<file path="src/rtl/requant_packer.sv">
// Packs signed requantized elements into LANES-wide words and buffers them in a small output FIFO.
// Optional fused ReLU on incoming elements is enabled by defining PACK_RELU_EN.
module requant_packer #(
  parameter int DATA_WIDTH = 8,
  parameter int LANES      = 4,
  parameter int FIFO_DEPTH = 4
) (
  input  logic                              clk,
  input  logic                              rst,
  input  logic                              valid_in,
  input  logic [DATA_WIDTH-1:0]             data_in,
  input  logic                              flush_in,
  output logic                              out_valid,
  input  logic                              out_ready,
  output logic [LANES*DATA_WIDTH-1:0]       out_data,
  output logic [LANES-1:0]                  out_keep,
  output logic                              out_last,
  output logic                              overflow,
  output logic [$clog2(FIFO_DEPTH+1)-1:0]   fifo_level
);

  localparam int WW = LANES * DATA_WIDTH;
  localparam int CW = (LANES > 1) ? $clog2(LANES) : 1;
  localparam int AW = (FIFO_DEPTH > 1) ? $clog2(FIFO_DEPTH) : 1;
  localparam int LW = $clog2(FIFO_DEPTH + 1);

  logic [CW-1:0]         lane_cnt;
  logic [WW-1:0]         asm_word;
  logic [DATA_WIDTH-1:0] elem;
  logic [CW:0]           fill;
  logic                  full_close;
  logic                  flush_close;
  logic                  close;
  logic [WW-1:0]         close_word;
  logic [LANES-1:0]      close_keep;

  logic                  pend_valid;
  logic [WW-1:0]         pend_data;
  logic [LANES-1:0]      pend_keep;
  logic                  pend_last;

  logic [WW-1:0]         mem_data [FIFO_DEPTH];
  logic [LANES-1:0]      mem_keep [FIFO_DEPTH];
  logic                  mem_last [FIFO_DEPTH];
  logic [AW-1:0]         wr_ptr;
  logic [AW-1:0]         rd_ptr;
  logic [LW-1:0]         count;
  logic                  fifo_full;
  logic                  pop;
  logic                  push;

  // fill counts lanes occupied once this cycle's element (if any) is inserted
  always_comb begin
`ifdef PACK_RELU_EN
    elem = data_in[DATA_WIDTH-1] ? '0 : data_in;
`else
    elem = data_in;
`endif
    fill        = {1'b0, lane_cnt} + {{CW{1'b0}}, valid_in};
    full_close  = valid_in && (lane_cnt == CW'(LANES - 1));
    flush_close = flush_in && (fill != '0);
    close       = full_close || flush_close;
    close_word  = asm_word;
    if (valid_in)
      close_word[int'(lane_cnt) * DATA_WIDTH +: DATA_WIDTH] = elem;
    for (int i = 0; i < LANES; i++)
      close_keep[i] = (i < int'(fill));
  end

  always_ff @(posedge clk) begin
    if (rst) begin
      lane_cnt   <= '0;
      asm_word   <= '0;
      pend_valid <= 1'b0;
      pend_data  <= '0;
      pend_keep  <= '0;
      pend_last  <= 1'b0;
    end else begin
      pend_valid <= close;
      if (close) begin
        pend_data <= close_word;
        pend_keep <= close_keep;
        pend_last <= flush_in;
        lane_cnt  <= '0;
        asm_word  <= '0;
      end else if (valid_in) begin
        asm_word <= close_word;
        lane_cnt <= lane_cnt + 1'b1;
      end
    end
  end

  // A same-cycle pop frees the head slot, so a full FIFO can still accept the word
  assign fifo_full = (count == LW'(FIFO_DEPTH));
  assign pop       = out_valid && out_ready;
  assign push      = pend_valid && (!fifo_full || pop);

  always_ff @(posedge clk) begin
    if (push) begin
      mem_data[wr_ptr] <= pend_data;
      mem_keep[wr_ptr] <= pend_keep;
      mem_last[wr_ptr] <= pend_last;
    end
  end

  always_ff @(posedge clk) begin
    if (rst) begin
      wr_ptr   <= '0;
      rd_ptr   <= '0;
      count    <= '0;
      overflow <= 1'b0;
    end else begin
      if (push)
        wr_ptr <= wr_ptr + 1'b1;
      if (pop)
        rd_ptr <= rd_ptr + 1'b1;
      if (push && !pop)
        count <= count + 1'b1;
      else if (pop && !push)
        count <= count - 1'b1;
      if (pend_valid && !push)
        overflow <= 1'b1;
    end
  end

  assign out_valid  = (count != '0);
  assign out_data   = out_valid ? mem_data[rd_ptr] : '0;
  assign out_keep   = out_valid ? mem_keep[rd_ptr] : '0;
  assign out_last   = out_valid ? mem_last[rd_ptr] : 1'b0;
  assign fifo_level = count;

endmodule

</file>
<file path="config.mk">
export PLATFORM = sky130hd
export DESIGN_NAME = requant_packer
export DESIGN_NICKNAME = d
export VERILOG_FILES = /design/src/rtl/requant_packer.sv
export SDC_FILE = /design/constraint.sdc
export NUM_CORES = 1
export LEC_CHECK = 0
export BUFFER_PORTS_ARGS = -buffer_cell sky130_fd_sc_hd__clkbuf_2
export CORE_AREA = 2 2 164 166
export DETAILED_ROUTE_END_ITERATION = 7
export DIE_AREA = 0 0 166 168
export GPL_TIMING_DRIVEN = 0
export PLACE_DENSITY = 0.48
export SYNTH_ARGS = -nofsm -noshare
export SYNTH_HDL_FRONTEND = slang
export SYNTH_SLANG_ARGS = --single-unit
</file>
<file path="constraint.sdc">
create_clock -name clk -period 3.6 [get_ports clk]
set_input_delay 0.72 -clock clk [delete_from_list [all_inputs] [get_ports clk]]
set_output_delay 0.72 -clock clk [all_outputs]
set_load 0.02 [all_outputs]
</file>
==> impl_metrics.csv, run 1 <==
group,metric,value,unit
sta,rsz0062_at_grt,"no",
synthesis,postSynthCellCount,595,
clock_network,cts_setup_buffers,0,
clock_network,cts_tree,"done",
detailed_routing,drc,0,
detailed_routing,viasPerCell,4.96,
detailed_routing,antenna_left,0,
synthesis,ys_types,38,
finish,mostFrequentLayoutCells,"148 x edfxtp_1, 82 x dfxtp_1, 55 x clkbuf_2",
critical_path,cpMostUsedCell,"clkbuf_1",
finish,regArea,0.00609,mm2
synthesis,yosysWarnings,0,
global_routing,grt_pass1_vias,5403,
global_routing,grt_remaining_overflow,0,
sta,slew_viol_final,0,
pwr,finalPower,7.25,mW
place,dp.cells,994,
job,maxCapViolCount,0,
detailed_routing,drt_pre_antenna_iters,4,
finish,fin_cells,1038,
critical_path,critPathRequiredTime,2.88,ns
synthesis,netlist_area,0.00897,mm2
place,port_buffers,54,
sta,fmax,313,MHz
floorplan,start_util,34.1,%
critical_path,critical_path.slowest_cell,"clkbuf_1",
finish,fill_cells,2448,
clock_network,cts-root-buf,"clkbuf_16",
detailed_routing,drt_iter0_markers,238,
place,dp_hpwl,13400,um
floorplan,io_pins,55,
clock_network,clock_sinks,230,
sta,setup_viol,0,
sta,finClkSkew,0.0119,ns
finish,layout_commonest_cell,"edfxtp_1",
sta,worstMarginPinSlew,0.682,ns
sta,fin_setup_tns,0,ns
sta,period_needed,3.19,ns
global_routing,grt_pass1_wl,30600,um
synthesis,synth_nets,622,
floorplan,die_w,166,um
run_status,status,"completed",
global_routing,grt_max_degree,25,
synthesis,synth_flop_cell,"edfxtp_1",
critical_path,path_class,"reg -> out",
critical_path,worstSetupEndpointType,"primary output",
detailed_routing,vias,5146,
sta,period_share,88.7,%
clock_network,cts_max_level,1,
synthesis,ys_ff_latch,230,
place,finalWeightedCongestion,0.816,
sta,slew_headroom,54.5,%
finish,multi_input_area,0.00266,mm2
critical_path,worstPathMaxFanout,10,
pwr,p_leak,3.54,nW
finish,num-nets-final,706,
synthesis,syn_avg_cell_area,15.1,um2
detailed_routing,wire_per_inst,18.7,um
clock_network,cts_hold_buf,0,
finish,diodes,0,
detailed_routing,wirelength,19400,um
global_routing,track_usage,13.9,%
detailed_routing,met1_length,8330,um
floorplan,rows,60,
floorplan,die-area,0.0279,mm2
detailed_routing,wl_met3,765,um
clock_network,cts_resized,0,
critical_path,start_kind,"flop",
synthesis,synthArstFlopShare,0,%
finish,syn_to_final_growth,17.2,%
sta,final_hold_viol_count,0,
finish,layout-drive-gt1-share,22.0,%
clock_network,cts_buffers,24,
critical_path,crit_chain,"nor3_1, clkbuf_1, clkbuf_1, nor2b_1, clkbuf_2",
detailed_routing,dr_wl_met2,9900,um
clock_network,path_clk_slew,0.06,ns
synthesis,synth_edf_count,148,
floorplan,fp.coreArea,0.0264,mm2
critical_path,max_stage_delay,0.53,ns
pwr,pwr_density_cell,689,mW/mm2
hold_path,hold_class,"reg -> reg",
critical_path,cp.arrival,2.47,ns
clock_network,clockBufferDepth,3,
detailed_routing,highest_layer,"met4",
synthesis,ys_seq_area_share,67.8,%
global_routing,grt_antenna_before_repair,0,
floorplan,fp.dieH,168,um
pwr,max-vdd-ir-drop,270,uV
clock_network,insertion_delay,0.51,ns
final timing paths:
check	from	slack [ns]	to	cells past startpoint
min reg2reg	overflow	0.48	overflow	2
max reg2reg	lane_cnt[0]	0.98	pend_data[5]	7
max	fifo_level[0]	0.41	out_data[10]	5
min	overflow	0.48	overflow	2
stage by stage:
stage               hold slack, ns  cell area (um2)  util (%)  setup WS (ns)
floorplan                    0.448             8970         -           1.18
global route                 0.512            10500      39.9         0.0868
finish                       0.476            10500      39.9          0.408
CTS                          0.488            10500      39.9          0.245
detailed placement           0.472             9750      37.0          0.760
global placement             0.461             9670      36.7          0.407
critical path: cells and delay by family, from the launching register on:
| family | cells | cell delay [ns] |
|---|---|---|
| buffers and inverters | 3 | 1.17 |
| AND/OR/NAND/NOR | 2 | 0.40 |
| flip-flops | 1 | 0.39 |
state kept, by name (all words and copies together), names as in the netlist, 3 cells and up, named ones only:
signal      flops
mem_data      128
pend_data      32
asm_word       32
mem_keep       16
pend_keep       4
fifo_level      3
mem_last        4
report_power, final:
group          total (mW)  internal (mW)  switching (mW)  leakage, nW
logic                1.79          0.702            1.09         1.13
registers            3.08           2.97           0.114         2.04
clock network        2.37           1.41           0.961        0.371
total                7.25           5.08            2.16         3.54
per-layer routing:
layer / vias up / global-route usage (%)
met5: - / 0
met4: 0 / 4.01
met3: 32 / 2.02
met2: 91 / 25.0
met1: 2574 / 17.5
li1: 2449 / -
cells by family after synthesis:
group	after synthesis	synth area share (%)
adder cells (fa/ha/maj)	14	2.04
AO/OA/AOI/OAI	88	7.54
multiplexers	38	9.40
flip-flops	230	67.8
AND/OR/NAND/NOR	167	10.1
buffers and inverters	53	2.64
XOR/XNOR	5	0.488
synthesized netlist by cell type, types with 5 or more instances:
cell | instances | area share, %
edfxtp_1 | 148 | 50
dfxtp_1 | 82 | 18
nor2b_1 | 48 | 3.3
mux4_2 | 37 | 9.3
nor3_1 | 35 | 2.0
nor2_1 | 34 | 1.4
a211oi_1 | 33 | 2.8
a32oi_1 | 29 | 2.8
clkbuf_1 | 27 | 1.1
and2_1 | 24 | 1.7
ha_1 | 13 | 1.8
inv_1 | 10 | 0.42
a21oi_1 | 9 | 0.50
buf_2 | 8 | 0.45
nor2_2 | 8 | 0.56
nand2_1 | 5 | 0.21
nand3_1 | 5 | 0.28
o21ai_0 | 5 | 0.28
cell type report:
class	instances	share of cell area, %
sequential	230	57.9
multi-input combinational	312	25.2
clock buffer	37	6.67
tap	341	4.06
timing repair buffer	58	3.33
buffer	43	1.89
clock inverter	7	0.571
inverter	10	0.357
No activity file was read; power rests on OpenSTA's default activity.
==> run 2, diff against run 1 <==
CAP_MARGIN = 25   (was unset)
CORE_AREA = 2 2 131 133   (was 2 2 164 166)
DIE_AREA = 0 0 133 135   (was 0 0 166 168)
PLACE_DENSITY = 0.7   (was 0.48)
==> run 2 against run 1 <==
  * Flip-flop and latch count is the same
  * Global-route usage rose by 6.3 points
  * Utilization grew 23 points
  * Clock power up 3%
  * Die area decreased by 36%
  * Final area down 1.3%
  * Clock skew up 0.0050 ns
  * Routed wire length down 7.8%
  * Sequential share of layout area increased by 0.75 points
  * Total power up 0.99%
  * Register-to-register slack worse by 0.10 ns
  * First-iteration DRC count is 34% higher
  * Critical endpoint unchanged
==> impl_metrics.csv, run 2 (same netlist as run 1, synthesis figures left out) <==
group,metric,value,unit
global_routing,grt_remaining_overflow,0,
finish,multi_input_area,0.00266,mm2
clock_network,path_clk_slew,0.06,ns
global_routing,grt_antenna_before_repair,0,
clock_network,cts_tree,"done",
job,maxCapViolCount,0,
place,dp_slack,0.657,ns
clock_network,cts-root-buf,"clkbuf_16",
sta,setup_viol,0,
critical_path,start_kind,"flop",
sta,fin_setup_tns,0,ns
global_routing,track_usage,20.2,%
floorplan,start_util,54.7,%
finish,finalCoreUtilization,63.3,%
sta,period_needed,3.39,ns
place,dpl-instance-area,0.00960,mm2
pwr,max-vdd-ir-drop,481,uV
finish,syn_to_final_growth,15.7,%
pwr,p_sw,2.12,mW
pwr,p_leak,3.54,nW
critical_path,cp.arrival,2.67,ns
detailed_routing,wire_per_inst,19.6,um
clock_network,cts_setup_buffers,0,
pwr,power.internal,5.20,mW
sta,worstMarginPinSlew,0.771,ns
finish,largest_register,"mem_data",
pwr,pwr_density_cell,705,mW/mm2
detailed_routing,drt_iter0_markers,318,
detailed_routing,antenna_left,0,
pwr,switching_share,29.0,%
global_routing,grt_pass1_vias,5292,
floorplan,die-area,0.0180,mm2
critical_path,worstSetupEndpointType,"primary output",
finish,fill_cells,1210,
pwr,seqPwrFrac,42.2,%
finish,num-nets-final,704,
floorplan,io_pins,55,
detailed_routing,vias,5188,
floorplan,rows,47,
critical_path,critPathRequiredTime,2.88,ns
critical_path,path_class,"reg -> out",
finish,layout_commonest_cell,"edfxtp_1",
finish,largest_register_ffs,128,
sta,holdWs,0.482,ns
finish,fin_area,0.0104,mm2
finish,layout-drive-gt1-share,22.4,%
detailed_routing,wirelength,17900,um
floorplan,fp.coreArea,0.0164,mm2
global_routing,grt_pass1_wl,28200,um
pwr,power_frac_clock,33.5,%
sta,rsz0062_at_grt,"no",
place,finalWeightedCongestion,0.829,
finish,diodes,0,
finish,regArea,0.00609,mm2
sta,setup_slack,0.206,ns
clock_network,cts_max_level,1,
sta,slew_viol_final,0,
critical_path,worstPathMaxFanout,10,
global_routing,grt_max_degree,26,
sta,period_share,94.3,%
sta,finClkSkew,0.0169,ns
clock_network,cts_resized,0,
detailed_routing,drc,0,
finish,top_regs,"mem_data x128, asm_word x32, pend_data x32",
place,port_buffers,54,
run_status,status,"completed",
pwr,combPwrFrac,24.3,%
hold_path,hold_class,"reg -> reg",
clock_network,clock_sinks,230,
clock_network,insertion_delay,0.51,ns
detailed_routing,viasPerCell,5.68,
sta,final_hold_viol_count,0,
finish,mostFrequentLayoutCells,"148 x edfxtp_1, 82 x dfxtp_1, 55 x clkbuf_2",
sta,slew_headroom,48.6,%
clock_network,clockBufferDepth,3,
floorplan,die_w,133,um
clock_network,cts_hold_buf,0,
floorplan,fp.dieH,135,um
clock_network,cts_buffers,22,
place,dp_hpwl,12000,um
detailed_routing,drt_pre_antenna_iters,4,
sta,fmax,295,MHz
run 2: changes by cell type in the layout (fill, tap and decap cells not counted):
cell / previous run / this run
clkinvlp_2: 0 / 1
clkbuf_1: 37 / 31
clkbuf_8: 1 / 0
bufinv_16: 1 / 5
clkbuf_16: 26 / 23
clkinv_2: 2 / 3
inv_6: 1 / 0
clkinvlp_4: 0 / 1
run 2: worst paths after layout:
kind,end,start,cells past startpoint,slack [ns]
min,asm_word[12],asm_word[12],2,0.48
max,out_data[10],fifo_level[0],5,0.21
min reg2reg,asm_word[12],asm_word[12],2,0.48
max reg2reg,pend_data[27],lane_cnt[0],7,0.88
run 2: cell type report:
type,count,share of cell area (%)
Sequential cell,230,58.6
Multi-Input combinational cell,312,25.6
Clock buffer,27,5.69
Timing Repair Buffer,58,3.37
Tap cell,220,2.65
Buffer,43,1.92
Clock inverter,13,1.82
Inverter,10,0.362
run 2: per-layer routing:
| metal | vias to the layer above | GRT usage [%] | wire, um |
|---|---|---|---|
| met4 | 0 | 6.69 | 443 |
| met2 | 125 | 34.7 | 8880 |
| li1 | 2455 | - | - |
| met1 | 2574 | 26.0 | 7510 |
| met3 | 34 | 4.20 | 1050 |
| met5 | - | 0 | 0 |
run 2: worst max-delay path, stage by stage (launching register included):
cell	delay [ns]
dfxtp_1	0.40
nor3_1	0.41
clkbuf_1	0.58
clkbuf_1	0.48
nor2b_1	0.12
clkbuf_2	0.18
run 2: power by group through the flow:
| stage | combinational [mW] | clock, mW | sequential [mW] |
|---|---|---|---|
| 3_3_place_gp | 1.77 | 0 | 3.13 |
| 6_report | 1.78 | 2.45 | 3.08 |
| 3_5_place_dp | 1.81 | 0 | 3.14 |
| 4_1_cts | 1.82 | 2.48 | 3.08 |
| 2_1_floorplan | 1.26 | 0 | 3.12 |
| 5_1_grt | 1.93 | 2.60 | 3.10 |
run 2: metrics by stage:
stage	power, mW	instances
final	7.32	913
after global routing	7.64	913
after CTS	7.38	913
after detailed placement	4.95	873
after global placement	4.90	869
after floorplan	4.38	595
==> run 3, diff against run 2 <==
CTS_BUF_LIST = sky130_fd_sc_hd__clkbuf_4 sky130_fd_sc_hd__clkbuf_8   (was unset)
CTS_CLUSTER_SIZE = 25   (was unset)
==> run 3 against run 2 <==
  * Non-clock buffer count unchanged
  * Critical endpoint unchanged
  * Largest power group unchanged
  * Sequential power is essentially flat
  * Clock power decreased by 14%
==> impl_metrics.csv, run 3 (same netlist as run 1, synthesis figures left out) <==
group,metric,value,unit
run_status,status,"completed",
pwr,p_leak,3.55,nW
floorplan,die_w,133,um
detailed_routing,vias,5277,
clock_network,cts-root-buf,"clkbuf_8",
sta,fmax,295,MHz
sta,slew_viol_final,0,
finish,syn_to_final_growth,14.9,%
detailed_routing,antenna_left,0,
pwr,max-vdd-ir-drop,390,uV
detailed_routing,wire_per_inst,19.2,um
clock_network,clock_sinks,230,
place,dpl-instance-area,0.00960,mm2
detailed_routing,drc,0,
hold_path,hold_class,"reg -> reg",
place,port_buffers,54,
clock_network,path_clk_slew,0.06,ns
clock_network,cts_tree,"done",
critical_path,max_stage_delay,0.58,ns
finish,fin_cells,938,
sta,setup_viol,0,
floorplan,die-area,0.0180,mm2
detailed_routing,viasPerCell,5.63,
critical_path,reg2reg_from,"lane_cnt[0]",
critical_path,worstPathMaxFanout,10,
clock_network,cts_hold_buf,0,
sta,slew_headroom,49.5,%
sta,final_hold_viol_count,0,
critical_path,cp.arrival,2.67,ns
hold_path,hp-start,"asm_word[12]",
finish,mostFrequentLayoutCells,"148 x edfxtp_1, 82 x dfxtp_1, 55 x clkbuf_2",
critical_path,worst_r2r_endpoint,"pend_data[16]",
critical_path,reg2regPathDepth,7,
sta,fin_setup_tns,0,ns
detailed_routing,drt_pre_antenna_iters,4,
finish,num-nets-final,718,
place,dp_slack,0.657,ns
detailed_routing,wirelength,18000,um
critical_path,start_kind,"flop",
critical_path,critPathRequiredTime,2.88,ns
finish,largest_register,"mem_data",
floorplan,rows,47,
finish,layout_commonest_cell,"edfxtp_1",
critical_path,r2r_slack,0.90,ns
finish,fill_cells,1238,
detailed_routing,drt_iter0_markers,373,
sta,finClkSkew,0.0259,ns
clock_network,cts_max_level,2,
clock_network,cts_setup_buffers,0,
finish,finalCoreUtilization,62.9,%
finish,top_regs,"mem_data x128, asm_word x32, pend_data x32",
critical_path,cpMostUsedCell,"clkbuf_1",
sta,rsz0062_at_grt,"no",
clock_network,cts_resized,0,
finish,layout-drive-gt1-share,25.3,%
critical_path,critical_path.slowest_cell,"clkbuf_1",
finish,largest_register_ffs,128,
critical_path,worstSetupEndpointType,"primary output",
critical_path,path_class,"reg -> out",
critical_path,crit_chain,"nor3_1, clkbuf_1, clkbuf_1, nor2b_1, clkbuf_2",
sta,period_share,94.1,%
floorplan,start_util,54.7,%
hold_path,hold_depth,2,
global_routing,grt_pass1_wl,28200,um
global_routing,grt_antenna_before_repair,0,
floorplan,io_pins,55,
clock_network,clockBufferDepth,3,
sta,period_needed,3.39,ns
floorplan,fp.dieH,135,um
clock_network,cts_buffers,36,
sta,setup_slack,0.214,ns
hold_path,hold_path_end,"asm_word[12]",
global_routing,grt_remaining_overflow,0,
job,maxCapViolCount,0,
finish,diodes,0,
place,dp.cells,873,
place,finalWeightedCongestion,0.829,
global_routing,grt_max_degree,26,
floorplan,fp.coreArea,0.0164,mm2
place,dp_hpwl,12000,um
global_routing,grt_pass1_vias,5410,
finish,fin_area,0.0103,mm2
sta,worstMarginPinSlew,0.758,ns
clock_network,insertion_delay,0.52,ns
pwr,pwr_density_cell,676,mW/mm2
global_routing,track_usage,20.4,%
[run 3: stage by stage]
step / hold WS, ns / power, mW
6_report: 0.482 / 6.97
5_1_grt: 0.518 / 7.30
4_1_cts: 0.483 / 7.05
3_5_place_dp: 0.475 / 4.95
3_3_place_gp: 0.470 / 4.90
2_1_floorplan: 0.448 / 4.38
[run 3: where the power goes]
part | switching [mW] | total, mW | internal (mW)
registers | 0.114 | 3.08 | 2.97
clock network | 0.953 | 2.11 | 1.16
logic | 1.07 | 1.78 | 0.703
[run 3: worst max path at each step]
stage,startpoint,depth (start not counted),slack (ns),endpoint
final,fifo_level[0],5,0.21,out_data[10]
after global routing,fifo_level[0],5,0.03,out_data[7]
after CTS,fifo_level[0],5,0.17,out_data[10]
after detailed placement,valid_in,8,0.66,pend_data[6]
after global placement,out_ready,3,0.55,mem_data[3][16]
after floorplan,out_ready,2,1.18,mem_data[0][0]
[run 3: worst max-delay path: cells and delay by family (launching register included)]
kind,cells,cell delay (ns)
flops,1,0.40
buf+inv,3,1.23
simple gates,2,0.52
[run 3: per-layer routing]
layer / track usage [%] / vias to the layer above / routed length [um]
li1: - / 2483 / -
met1: 25.8 / 2615 / 7710
met2: 34.6 / 147 / 8920
met3: 4.50 / 32 / 938
met4: 7.89 / 0 / 413
met5: 0 / - / 0
[run 3: layout make-up]
| type | count | area, um2 | area share [%] |
|---|---|---|---|
| inverters | 10 | 37.5 | 0.364 |
| flip-flops and latches | 230 | 6090 | 59.0 |
| multi-input cells | 312 | 2660 | 25.7 |
| clock buffers | 52 | 647 | 6.27 |
| repair buffers | 58 | 350 | 3.40 |
| well taps | 220 | 275 | 2.67 |
| clock inverters | 13 | 63.8 | 0.619 |
| plain buffers | 43 | 199 | 1.93 |
